--- config.mk ---
export PLATFORM = sky130hd
export DESIGN_NAME = shift_chain_lfsr
export DESIGN_NICKNAME = d
export VERILOG_FILES = /design/src/rtl/shift_chain_lfsr.sv
export SDC_FILE = /design/constraint.sdc
export NUM_CORES = 1
export LEC_CHECK = 0
export CAP_MARGIN = 20
export CELL_PAD_IN_SITES_DETAIL_PLACEMENT = 0
export CELL_PAD_IN_SITES_GLOBAL_PLACEMENT = 2
export CORE_ASPECT_RATIO = 1.4
export CORE_MARGIN = 1.5
export CORE_UTILIZATION = 24
export CTS_CLUSTER_DIAMETER = 120
export CTS_CLUSTER_SIZE = 12
export DETAILED_ROUTE_END_ITERATION = 8
export GPL_TIMING_DRIVEN = 0
export PLACE_DENSITY = 0.86
export SYNTH_ARGS = -nofsm -noshare
export SYNTH_HDL_FRONTEND = slang
export SYNTH_SLANG_ARGS = --single-unit
--- constraint.sdc ---
create_clock -name clk -period 2.3 [get_ports clk]
set_input_delay 0.46 -clock clk [delete_from_list [all_inputs] [get_ports clk]]
set_output_delay 0.46 -clock clk [all_outputs]
set_load 0.1 [all_outputs]
--- src/rtl/shift_chain_lfsr.sv ---
// shift_chain_lfsr: N-stage register chain that holds, shifts, parallel-loads or runs as a
// Fibonacci LFSR with lock-up escape. Optional period measurement: SHIFT_CHAIN_LFSR_PERIOD_CHECK_EN.
module shift_chain_lfsr #(
  parameter int unsigned      WIDTH = 8,
  parameter logic [WIDTH-1:0] TAPS  = 8'hB8,
  parameter logic [WIDTH-1:0] SEED  = 8'h01,
  parameter int unsigned      CNT_W = 16
) (
  input  logic             clk,
  input  logic             reset,
  input  logic             en,
  input  logic [1:0]       mode,
  input  logic             din,
  input  logic [WIDTH-1:0] load_val,
  input  logic [WIDTH-1:0] match_val,
  output logic [WIDTH-1:0] q,
  output logic             sout,
  output logic             y,
  output logic             match,
  output logic             lockup,
  output logic [CNT_W-1:0] step_cnt,
  output logic             cnt_wrap,
  output logic [CNT_W-1:0] period,
  output logic             period_done
);

  typedef enum logic [1:0] {
    MODE_HOLD  = 2'b00,
    MODE_SHIFT = 2'b01,
    MODE_LFSR  = 2'b10,
    MODE_LOAD  = 2'b11
  } mode_e;

  mode_e            mode_s;
  logic [WIDTH-1:0] q_nxt;
  logic [CNT_W-1:0] cnt_nxt;
  logic             lockup_nxt;
  logic             wrap_nxt;

  assign mode_s = mode_e'(mode);

  // Observation outputs are pure functions of the chain so they track q in the same cycle.
  assign sout  = q[WIDTH-1];
  assign y     = ~^q;
  assign match = (q == match_val);

  always_comb begin
    // NOTE: every signal driven here gets a default first, so no path can infer a latch.
    q_nxt      = q;
    cnt_nxt    = step_cnt;
    lockup_nxt = 1'b0;
    wrap_nxt   = 1'b0;
    if (en) begin
      unique case (mode_s)
        MODE_SHIFT: q_nxt = {q[WIDTH-2:0], din};
        MODE_LOAD: begin
          q_nxt   = load_val;
          cnt_nxt = '0;
        end
        MODE_LFSR: begin
          // An all-zero chain would never leave zero, so inject the seed instead.
          if (q == '0) begin
            q_nxt      = SEED;
            lockup_nxt = 1'b1;
          end else begin
            q_nxt = {q[WIDTH-2:0], ^(q & TAPS)};
          end
          cnt_nxt  = step_cnt + CNT_W'(1);
          wrap_nxt = (step_cnt == '1);
        end
        default: ;
      endcase
    end
  end

  // NOTE: sequential state uses non-blocking assignments so all flops update from pre-edge values.
  always_ff @(posedge clk or posedge reset) begin
    if (reset) begin
      q        <= '0;
      step_cnt <= '0;
      lockup   <= 1'b0;
      cnt_wrap <= 1'b0;
    end else begin
      q        <= q_nxt;
      step_cnt <= cnt_nxt;
      lockup   <= lockup_nxt;
      cnt_wrap <= wrap_nxt;
    end
  end

`ifdef SHIFT_CHAIN_LFSR_PERIOD_CHECK_EN
  logic             lfsr_step;
  logic             seed_inj;
  logic             clear_ref;
  logic [WIDTH-1:0] ref_state;
  logic [WIDTH-1:0] ref_nxt;
  logic [CNT_W-1:0] pcnt;
  logic [CNT_W-1:0] pcnt_nxt;
  logic [CNT_W-1:0] pcnt_inc;
  logic [CNT_W-1:0] period_nxt;
  logic             ref_valid;
  logic             rv_nxt;
  logic             pdone_nxt;

  assign lfsr_step = en && (mode_s == MODE_LFSR);
  assign seed_inj  = lfsr_step && (q == '0);
  assign clear_ref = en && ((mode_s == MODE_SHIFT) || (mode_s == MODE_LOAD));
  assign pcnt_inc  = pcnt + CNT_W'(1);

  // The reference is the first state seen after a non-LFSR disturbance (or the seed);
  // the period is the number of steps until the chain returns to it.
  always_comb begin
    ref_nxt    = ref_state;
    pcnt_nxt   = pcnt;
    rv_nxt     = ref_valid;
    period_nxt = period;
    pdone_nxt  = 1'b0;
    if (clear_ref) begin
      rv_nxt = 1'b0;
    end else if (seed_inj) begin
      ref_nxt  = SEED;
      pcnt_nxt = '0;
      rv_nxt   = 1'b1;
    end else if (lfsr_step && !ref_valid) begin
      ref_nxt  = q;
      pcnt_nxt = CNT_W'(1);
      rv_nxt   = 1'b1;
    end else if (lfsr_step) begin
      if (q_nxt == ref_state) begin
        period_nxt = pcnt_inc;
        pdone_nxt  = 1'b1;
        pcnt_nxt   = '0;
      end else begin
        pcnt_nxt = pcnt_inc;
      end
    end
  end

  always_ff @(posedge clk or posedge reset) begin
    if (reset) begin
      ref_state   <= '0;
      pcnt        <= '0;
      ref_valid   <= 1'b0;
      period      <= '0;
      period_done <= 1'b0;
    end else begin
      ref_state   <= ref_nxt;
      pcnt        <= pcnt_nxt;
      ref_valid   <= rv_nxt;
      period      <= period_nxt;
      period_done <= pdone_nxt;
    end
  end
`else
  assign period      = '0;
  assign period_done = 1'b0;
`endif

endmodule

==> reports/results.ini, run 1 <==
[global_routing]
grt_max_degree=27
track_usage=0.117
wire_length_of_the_first_global_routing_pass_um=6890
grt_pass1_vias=1439
antenna_found_initial=0
overflow=0

[cts]
clk_pin_slew_ns=0.09
tritoncts=done
cts_buffer_depth=2
numCtsBuffers=3
clk_root_buffer_cell=sky130_fd_sc_hd__clkbuf_8
clk_latency_ns=0.27
ctsHoldBuffers=0
numClockSinks=26
ctsHtreeMaxLevel=1
post-cts-setup-buffers=0

[outcome]
outcome=finished clean

[floorplan]
num_rows=35
start_util=0.251
chipHeight_um=102
total_core_area_mm2=0.00666
io-pin-count=68
total_die_area_mm2=0.00749
die_x_um=73.6

[final_layout]
most_used_cells_in_the_layout_excluding_fill_and_tap_cells=sky130_fd_sc_hd__clkdlybuf4s50_1 (22), sky130_fd_sc_hd__buf_4 (18), sky130_fd_sc_hd__dlygate4sd2_1 (18), sky130_fd_sc_hd__conb_1 (17), sky130_fd_sc_hd__dfrtp_1 (16)
nets=286
area_growth_pct=48.8
share_of_final_layout_standard_cells_stronger_than_drive_strength_1=0.174
count_of_antenna_diodes_in_the_layout=0
final_common_cell=sky130_fd_sc_hd__clkdlybuf4s50_1

[sta]
hold_slack_ns=0.427
rsz_0062_raised_after_global_routing=true
post-route-worst-setup-slack_ns=0.0781
slew_violations=0
timing.final.crit_share=0.966
fmax_mhz=450
max_slew_margin=0.355
finalWorstPathRequiredPeriod_ns=2.22
timing_worst_slew_pin_value_ns=0.964
finalHoldViolations=0
timing.final.setup_violations=0
clock_skews_ns=0.00514

[critical_path]
worst-path-buf-inv=2
ff2ff_path_depth=5
r2r-start=step_cnt[0]
cp_data_arrival_time_ns=1.76
cp.required_ns=1.84
crit_path_max_incr_delay_ns=0.52
crit_path_top_delay_cell=sky130_fd_sc_hd__dfrtp_4
critPathMaxFanout=5
crit-reg2reg-capture=step_cnt[12]
path_delay_family=flip-flops
reg2reg_slack_ns=0.56
cp_cell_sequence=inv_1 -> ha_1 -> xnor2_2 -> xnor2_4 -> buf_12
startpoint_type=flop
critical_path.endpoint_type=primary output
critPathKind=reg2out

[synthesis]
synth-adder-area-share=0.0374
synth_xor_xnor_area_share=0.0942
synthesis.instances=188
synth_seq_cells=26
main_combinational_cell_family_by_area_after_synthesis=simple AND/OR/NAND/NOR gates
yosys_warnings=0
synth.distinct_cells=35
mappedNetlistArea_mm2=0.00167
synth_top_flop_cell=sky130_fd_sc_hd__dfrtp_1
synthSimpleGateAreaFrac=0.196
async_reset_ff_frac=1.00
synthMuxAreaShare=0.0187
post_synth.cell_area_avg_um2=8.90
compound_gate_fraction_of_synth_area=0.143
synth.yosys.seq_area_share=0.389
synth-edff-count=0

[drt]
average_detailed_routed_wire_length_per_instance_um=12.3
detail_route.drc_violations=0
drt-total-wl_um=4290
dr_total_vias=1534
drt-pass1-iter-count=4
avgViaCountPerCell=4.38
detail-route-antenna-nets=0
first_iter_violations=87

[power_and_ir_drop]
power.share.combinational=0.623
pwr-share-clk=0.121
power.internal_mw=1.15
power.density_cell_area_mw_per_mm2=993
power.share.sequential=0.256
switching_power_total_mw=1.32
p_leak_nw=1.22
worst_ir_drop_vdd_mv=0.592
power_switching_share=0.533

[placed_design]
dp_hpwl_um=3270
numPortBuffers=49
gp_routability_congestion=0.746
pre_cts_ws_ns=-0.718

[hold_path]
min_path_type=in2async

[run]
timing.max_cap.violations=0

==> worst max path at each step <==
stage               startpoint  end  slack (ns)  cells past startpoint
floorplan                 q[7]    y       -0.01                      4
global placement          q[7]    y       -0.70                      5
detailed placement        q[7]    y       -0.72                      5
CTS                       q[7]    y       0.003                      5
global route              q[4]    y     -0.0005                      5
finish                    q[5]    y        0.08                      5
==> through the flow <==
stage | setup TNS (ns) | area, um2 | std cells | util | power [mW]
after floorplan | -0.0111 | 1790 | 204 | - | 1.80
after global placement | -1.32 | 2390 | 345 | 0.359 | 2.05
after detailed placement | -1.34 | 2390 | 345 | 0.359 | 2.05
after CTS | 0 | 2440 | 349 | 0.366 | 2.43
after global routing | -0.000539 | 2490 | 350 | 0.374 | 2.58
final | 0 | 2490 | 350 | 0.374 | 2.47
==> layer usage <==
layer | wire (um) | part of all wire | vias up | global-route usage
li1 | - | - | 764 | -
met1 | 1750 | 0.41 | 707 | 0.147
met2 | 2230 | 0.52 | 59 | 0.206
met3 | 265 | 0.062 | 4 | 0.0139
met4 | 42 | 0.0098 | 0 | 0.0342
met5 | 0 | 0 | - | 0
==> timing repair <==
action / in CTS / in global routing
endpoints found under the setup margin: 20 / 8
gates resized for setup: 32 / 9
pin swaps: 1 / 1
==> cells in the mapped netlist (2+ instances only) <==
cell,n,share of area
sky130_fd_sc_hd__o21ai_0,11,0.033
sky130_fd_sc_hd__ha_1,5,0.037
sky130_fd_sc_hd__dfrtp_1,26,0.39
sky130_fd_sc_hd__nor3_1,2,0.0060
sky130_fd_sc_hd__mux2i_1,2,0.012
sky130_fd_sc_hd__nand4_1,4,0.015
sky130_fd_sc_hd__and3_1,2,0.0075
sky130_fd_sc_hd__a22oi_1,7,0.031
sky130_fd_sc_hd__nor4_1,4,0.015
sky130_fd_sc_hd__or4_1,2,0.0090
sky130_fd_sc_hd__a21o_1,2,0.0090
sky130_fd_sc_hd__xnor2_1,18,0.094
sky130_fd_sc_hd__buf_4,18,0.081
sky130_fd_sc_hd__or3_4,2,0.013
sky130_fd_sc_hd__a21oi_1,15,0.045
sky130_fd_sc_hd__nand3_1,6,0.018
sky130_fd_sc_hd__nor2_1,16,0.036
sky130_fd_sc_hd__nand2_1,12,0.027
sky130_fd_sc_hd__or3_1,4,0.015
sky130_fd_sc_hd__inv_1,11,0.025
sky130_fd_sc_hd__clkbuf_1,5,0.011
==> cell type report <==
cell class | instances | area (um2)
fill | 680 | 4170
multi-input combinational | 143 | 918
sequential | 26 | 683
timing repair buffer | 50 | 518
buffer | 24 | 159
tap | 92 | 115
clock buffer | 4 | 55.1
inverter | 11 | 41.3
==> flip-flops by register name (all words and copies together), names as in the netlist <==
signal	flops
cnt_wrap	1
step_cnt	16
q	8
lockup	1
==> power by group through the flow <==
stage	Combinational (mW)	Clock, mW	Sequential (mW)
floorplan	0.772	0	1.03
global placement	1.40	0	0.646
detailed placement	1.41	0	0.646
CTS	1.48	0.313	0.635
global route	1.61	0.327	0.646
finish	1.54	0.300	0.632
==> logic make-up (layout without fill, tap and decap cells) <==
group	after synthesis	in the layout
adders and majority gates	5	5
AOI/OAI and AO/OA	40	40
and+or+nand+nor	60	60
DFF	26	26
xor gates and xnor gates	18	18
other	1	17
buffers and inverters	35	89
muxes	3	3
Note: power is estimated with default switching activity, not from simulation.
==> run 2: changes to the inputs <==
--- a/config.mk
+++ b/config.mk
@@ -16,6 +16,7 @@
 export DETAILED_ROUTE_END_ITERATION = 8
 export GPL_TIMING_DRIVEN = 0
 export PLACE_DENSITY = 0.86
+export SKIP_LAST_GASP = 1
 export SYNTH_ARGS = -nofsm -noshare
 export SYNTH_HDL_FRONTEND = slang
 export SYNTH_SLANG_ARGS = --single-unit
==> run 2 against run 1 <==
Compared with the run above:
- design area is 0.20% lower
- sequential share of layout area is 0.055 points higher
- die area stayed put
- combinational power is 3% lower
- critical endpoint unchanged
- largest cell class unchanged
- largest power group unchanged
- highest routed layer unchanged
==> reports/results.ini, run 2 (synthesis gave the netlist of run 1 again) <==
[power_and_ir_drop]
p_leak_nw=1.21  ; was 1.22 nW
power.density_cell_area_mw_per_mm2=979  ; was 993 mW/mm2
power.share.sequential=0.260  ; was 0.256
switching_power_total_mw=1.31  ; was 1.32 mW
power.share.combinational=0.617  ; was 0.623
power_switching_share=0.540  ; was 0.533
worst_ir_drop_vdd_mv=0.585  ; was 0.592 mV
power.internal_mw=1.12  ; was 1.15 mW
pwr-share-clk=0.123  ; was 0.121

[sta]
timing.final.crit_share=0.974  ; was 0.966
hold_slack_ns=0.427  ; unchanged
timing.final.setup_violations=0  ; unchanged
finalHoldViolations=0  ; unchanged
max_slew_margin=0.355  ; unchanged
timing_worst_slew_pin_value_ns=0.964  ; unchanged
fmax_mhz=447  ; was 450 MHz
rsz_0062_raised_after_global_routing=true  ; unchanged
slew_violations=0  ; unchanged
clock_skews_ns=0.00514  ; unchanged
finalWorstPathRequiredPeriod_ns=2.24  ; was 2.22 ns

[critical_path]
crit-reg2reg-capture=step_cnt[12]  ; unchanged
crit_path_max_incr_delay_ns=0.52  ; about the same
ff2ff_path_depth=5  ; unchanged
cp_data_arrival_time_ns=1.78  ; was 1.76 ns
worst-path-buf-inv=2  ; unchanged
critPathKind=reg2out  ; unchanged
critical_path.endpoint_type=primary output  ; unchanged
critPathMaxFanout=5  ; unchanged
startpoint_type=flop  ; unchanged
cp_cell_sequence=inv_1 -> ha_1 -> xnor2_2 -> xnor2_4 -> buf_8  ; was inv_1 -> ha_1 -> xnor2_2 -> xnor2_4 -> buf_12
cp_num_cells=5  ; unchanged
r2r-start=step_cnt[0]  ; unchanged
reg2reg_slack_ns=0.56  ; about the same
crit_path_top_delay_cell=sky130_fd_sc_hd__dfrtp_4  ; unchanged
cp.required_ns=1.84  ; about the same
path_delay_family=flip-flops  ; unchanged

[floorplan]
num_rows=35  ; unchanged
start_util=0.251  ; unchanged
die_x_um=73.6  ; unchanged
io-pin-count=68  ; unchanged
total_core_area_mm2=0.00666  ; unchanged
chipHeight_um=102  ; unchanged
total_die_area_mm2=0.00749  ; unchanged

[final_layout]
final_common_cell=sky130_fd_sc_hd__clkdlybuf4s50_1  ; unchanged
nets=286  ; unchanged
count_of_antenna_diodes_in_the_layout=0  ; unchanged
layout.area.seq_um2=683  ; unchanged
fillerInstances=681  ; was 680
area_growth_pct=48.5  ; was 48.8%
multi_input_gate_area_um2=918  ; unchanged
largest_register_ff_count=16  ; unchanged
most_used_cells_in_the_layout_excluding_fill_and_tap_cells=sky130_fd_sc_hd__clkdlybuf4s50_1 (22), sky130_fd_sc_hd__buf_4 (18), sky130_fd_sc_hd__dlygate4sd2_1 (18), sky130_fd_sc_hd__conb_1 (17), sky130_fd_sc_hd__dfrtp_1 (16)  ; unchanged
share_of_final_layout_standard_cells_stronger_than_drive_strength_1=0.174  ; unchanged
finalInstanceArea_mm2=0.00248  ; was 0.00249 mm2
largest-register=step_cnt  ; unchanged
reg.largest.list=step_cnt: 16 flops, q: 8 flops  ; unchanged
finish.cell_count_without_fillers=350  ; unchanged

[global_routing]
antenna_found_initial=0  ; unchanged
overflow=0  ; unchanged
track_usage=0.117  ; about the same
grt_pass1_vias=1441  ; was 1439
grt_max_degree=27  ; unchanged
wire_length_of_the_first_global_routing_pass_um=6910  ; was 6890 um

[run]
timing.max_cap.violations=0  ; unchanged

[placed_design]
gp_routability_congestion=0.746  ; unchanged
numPlacedInstances=345  ; unchanged
numPortBuffers=49  ; unchanged
dp_hpwl_um=3270  ; unchanged
postPlaceCellArea_mm2=0.00239  ; unchanged

[outcome]
outcome=finished clean  ; unchanged

[cts]
clk_latency_ns=0.27  ; about the same
clk_pin_slew_ns=0.09  ; about the same
numClockSinks=26  ; unchanged
tritoncts=done  ; unchanged
cts_buffer_depth=2  ; unchanged
numCtsBuffers=3  ; unchanged
ctsHtreeMaxLevel=1  ; unchanged
ctsHoldBuffers=0  ; unchanged
clk_root_buffer_cell=sky130_fd_sc_hd__clkbuf_8  ; unchanged

[drt]
drt-total-wl_um=4290  ; unchanged
average_detailed_routed_wire_length_per_instance_um=12.3  ; unchanged
drt-pass1-iter-count=4  ; unchanged
dr_total_vias=1534  ; unchanged
detail_route.drc_violations=0  ; unchanged
first_iter_violations=87  ; unchanged
detail-route-antenna-nets=0  ; unchanged
avgViaCountPerCell=4.38  ; unchanged

[hold_path]
min_path_type=in2async  ; unchanged

## run 2: through the flow
step | util | setup slack, ns | TNS (ns) | total power [mW]
floorplan | - | -0.0111 | -0.0111 | 1.80
global placement | 0.359 | -0.700 | -1.32 | 2.05
detailed placement | 0.359 | -0.718 | -1.34 | 2.05
CTS | 0.365 | -0.0851 | -0.0851 | 2.40
global route | 0.373 | -0.0186 | -0.0186 | 2.54
finish | 0.373 | 0.0607 | 0 | 2.43
## run 2: timing repair
item	4_1_cts	5_1_grt
gates resized for setup	31	9
gates cloned	0	0
buffers inserted	0	0
pin swaps	0	2
endpoints found under the setup margin	20	8
## run 2: worst max-delay path by stage
| stage | start | endpoint |
|---|---|---|
| floorplan | q[7] | y |
| global placement | q[7] | y |
| detailed placement | q[7] | y |
| CTS | q[7] | y |
| global route | q[4] | y |
| finish | q[5] | y |
## run 2: layout make-up
type | instances | share of cell area
sequential | 26 | 0.275
tap | 92 | 0.0463
buffer | 24 | 0.0639
multi-input combinational | 143 | 0.370
timing repair buffer | 50 | 0.206
inverter | 11 | 0.0166
clock buffer | 4 | 0.0222
## run 2: power by group through the flow
stage | Clock (mW) | Combinational [mW] | Sequential, mW
5_1_grt | 0.327 | 1.57 | 0.646
2_1_floorplan | 0 | 0.772 | 1.03
3_5_place_dp | 0 | 1.41 | 0.646
6_report | 0.300 | 1.50 | 0.632
4_1_cts | 0.313 | 1.45 | 0.635
3_3_place_gp | 0 | 1.40 | 0.646
## run 2: per-layer routing
metal	vias up	GRT usage	routed length, um
met3	4	0.0139	265
met2	59	0.206	2230
li1	764	-	-
met4	0	0.0342	42
met1	707	0.148	1750
met5	-	0	0
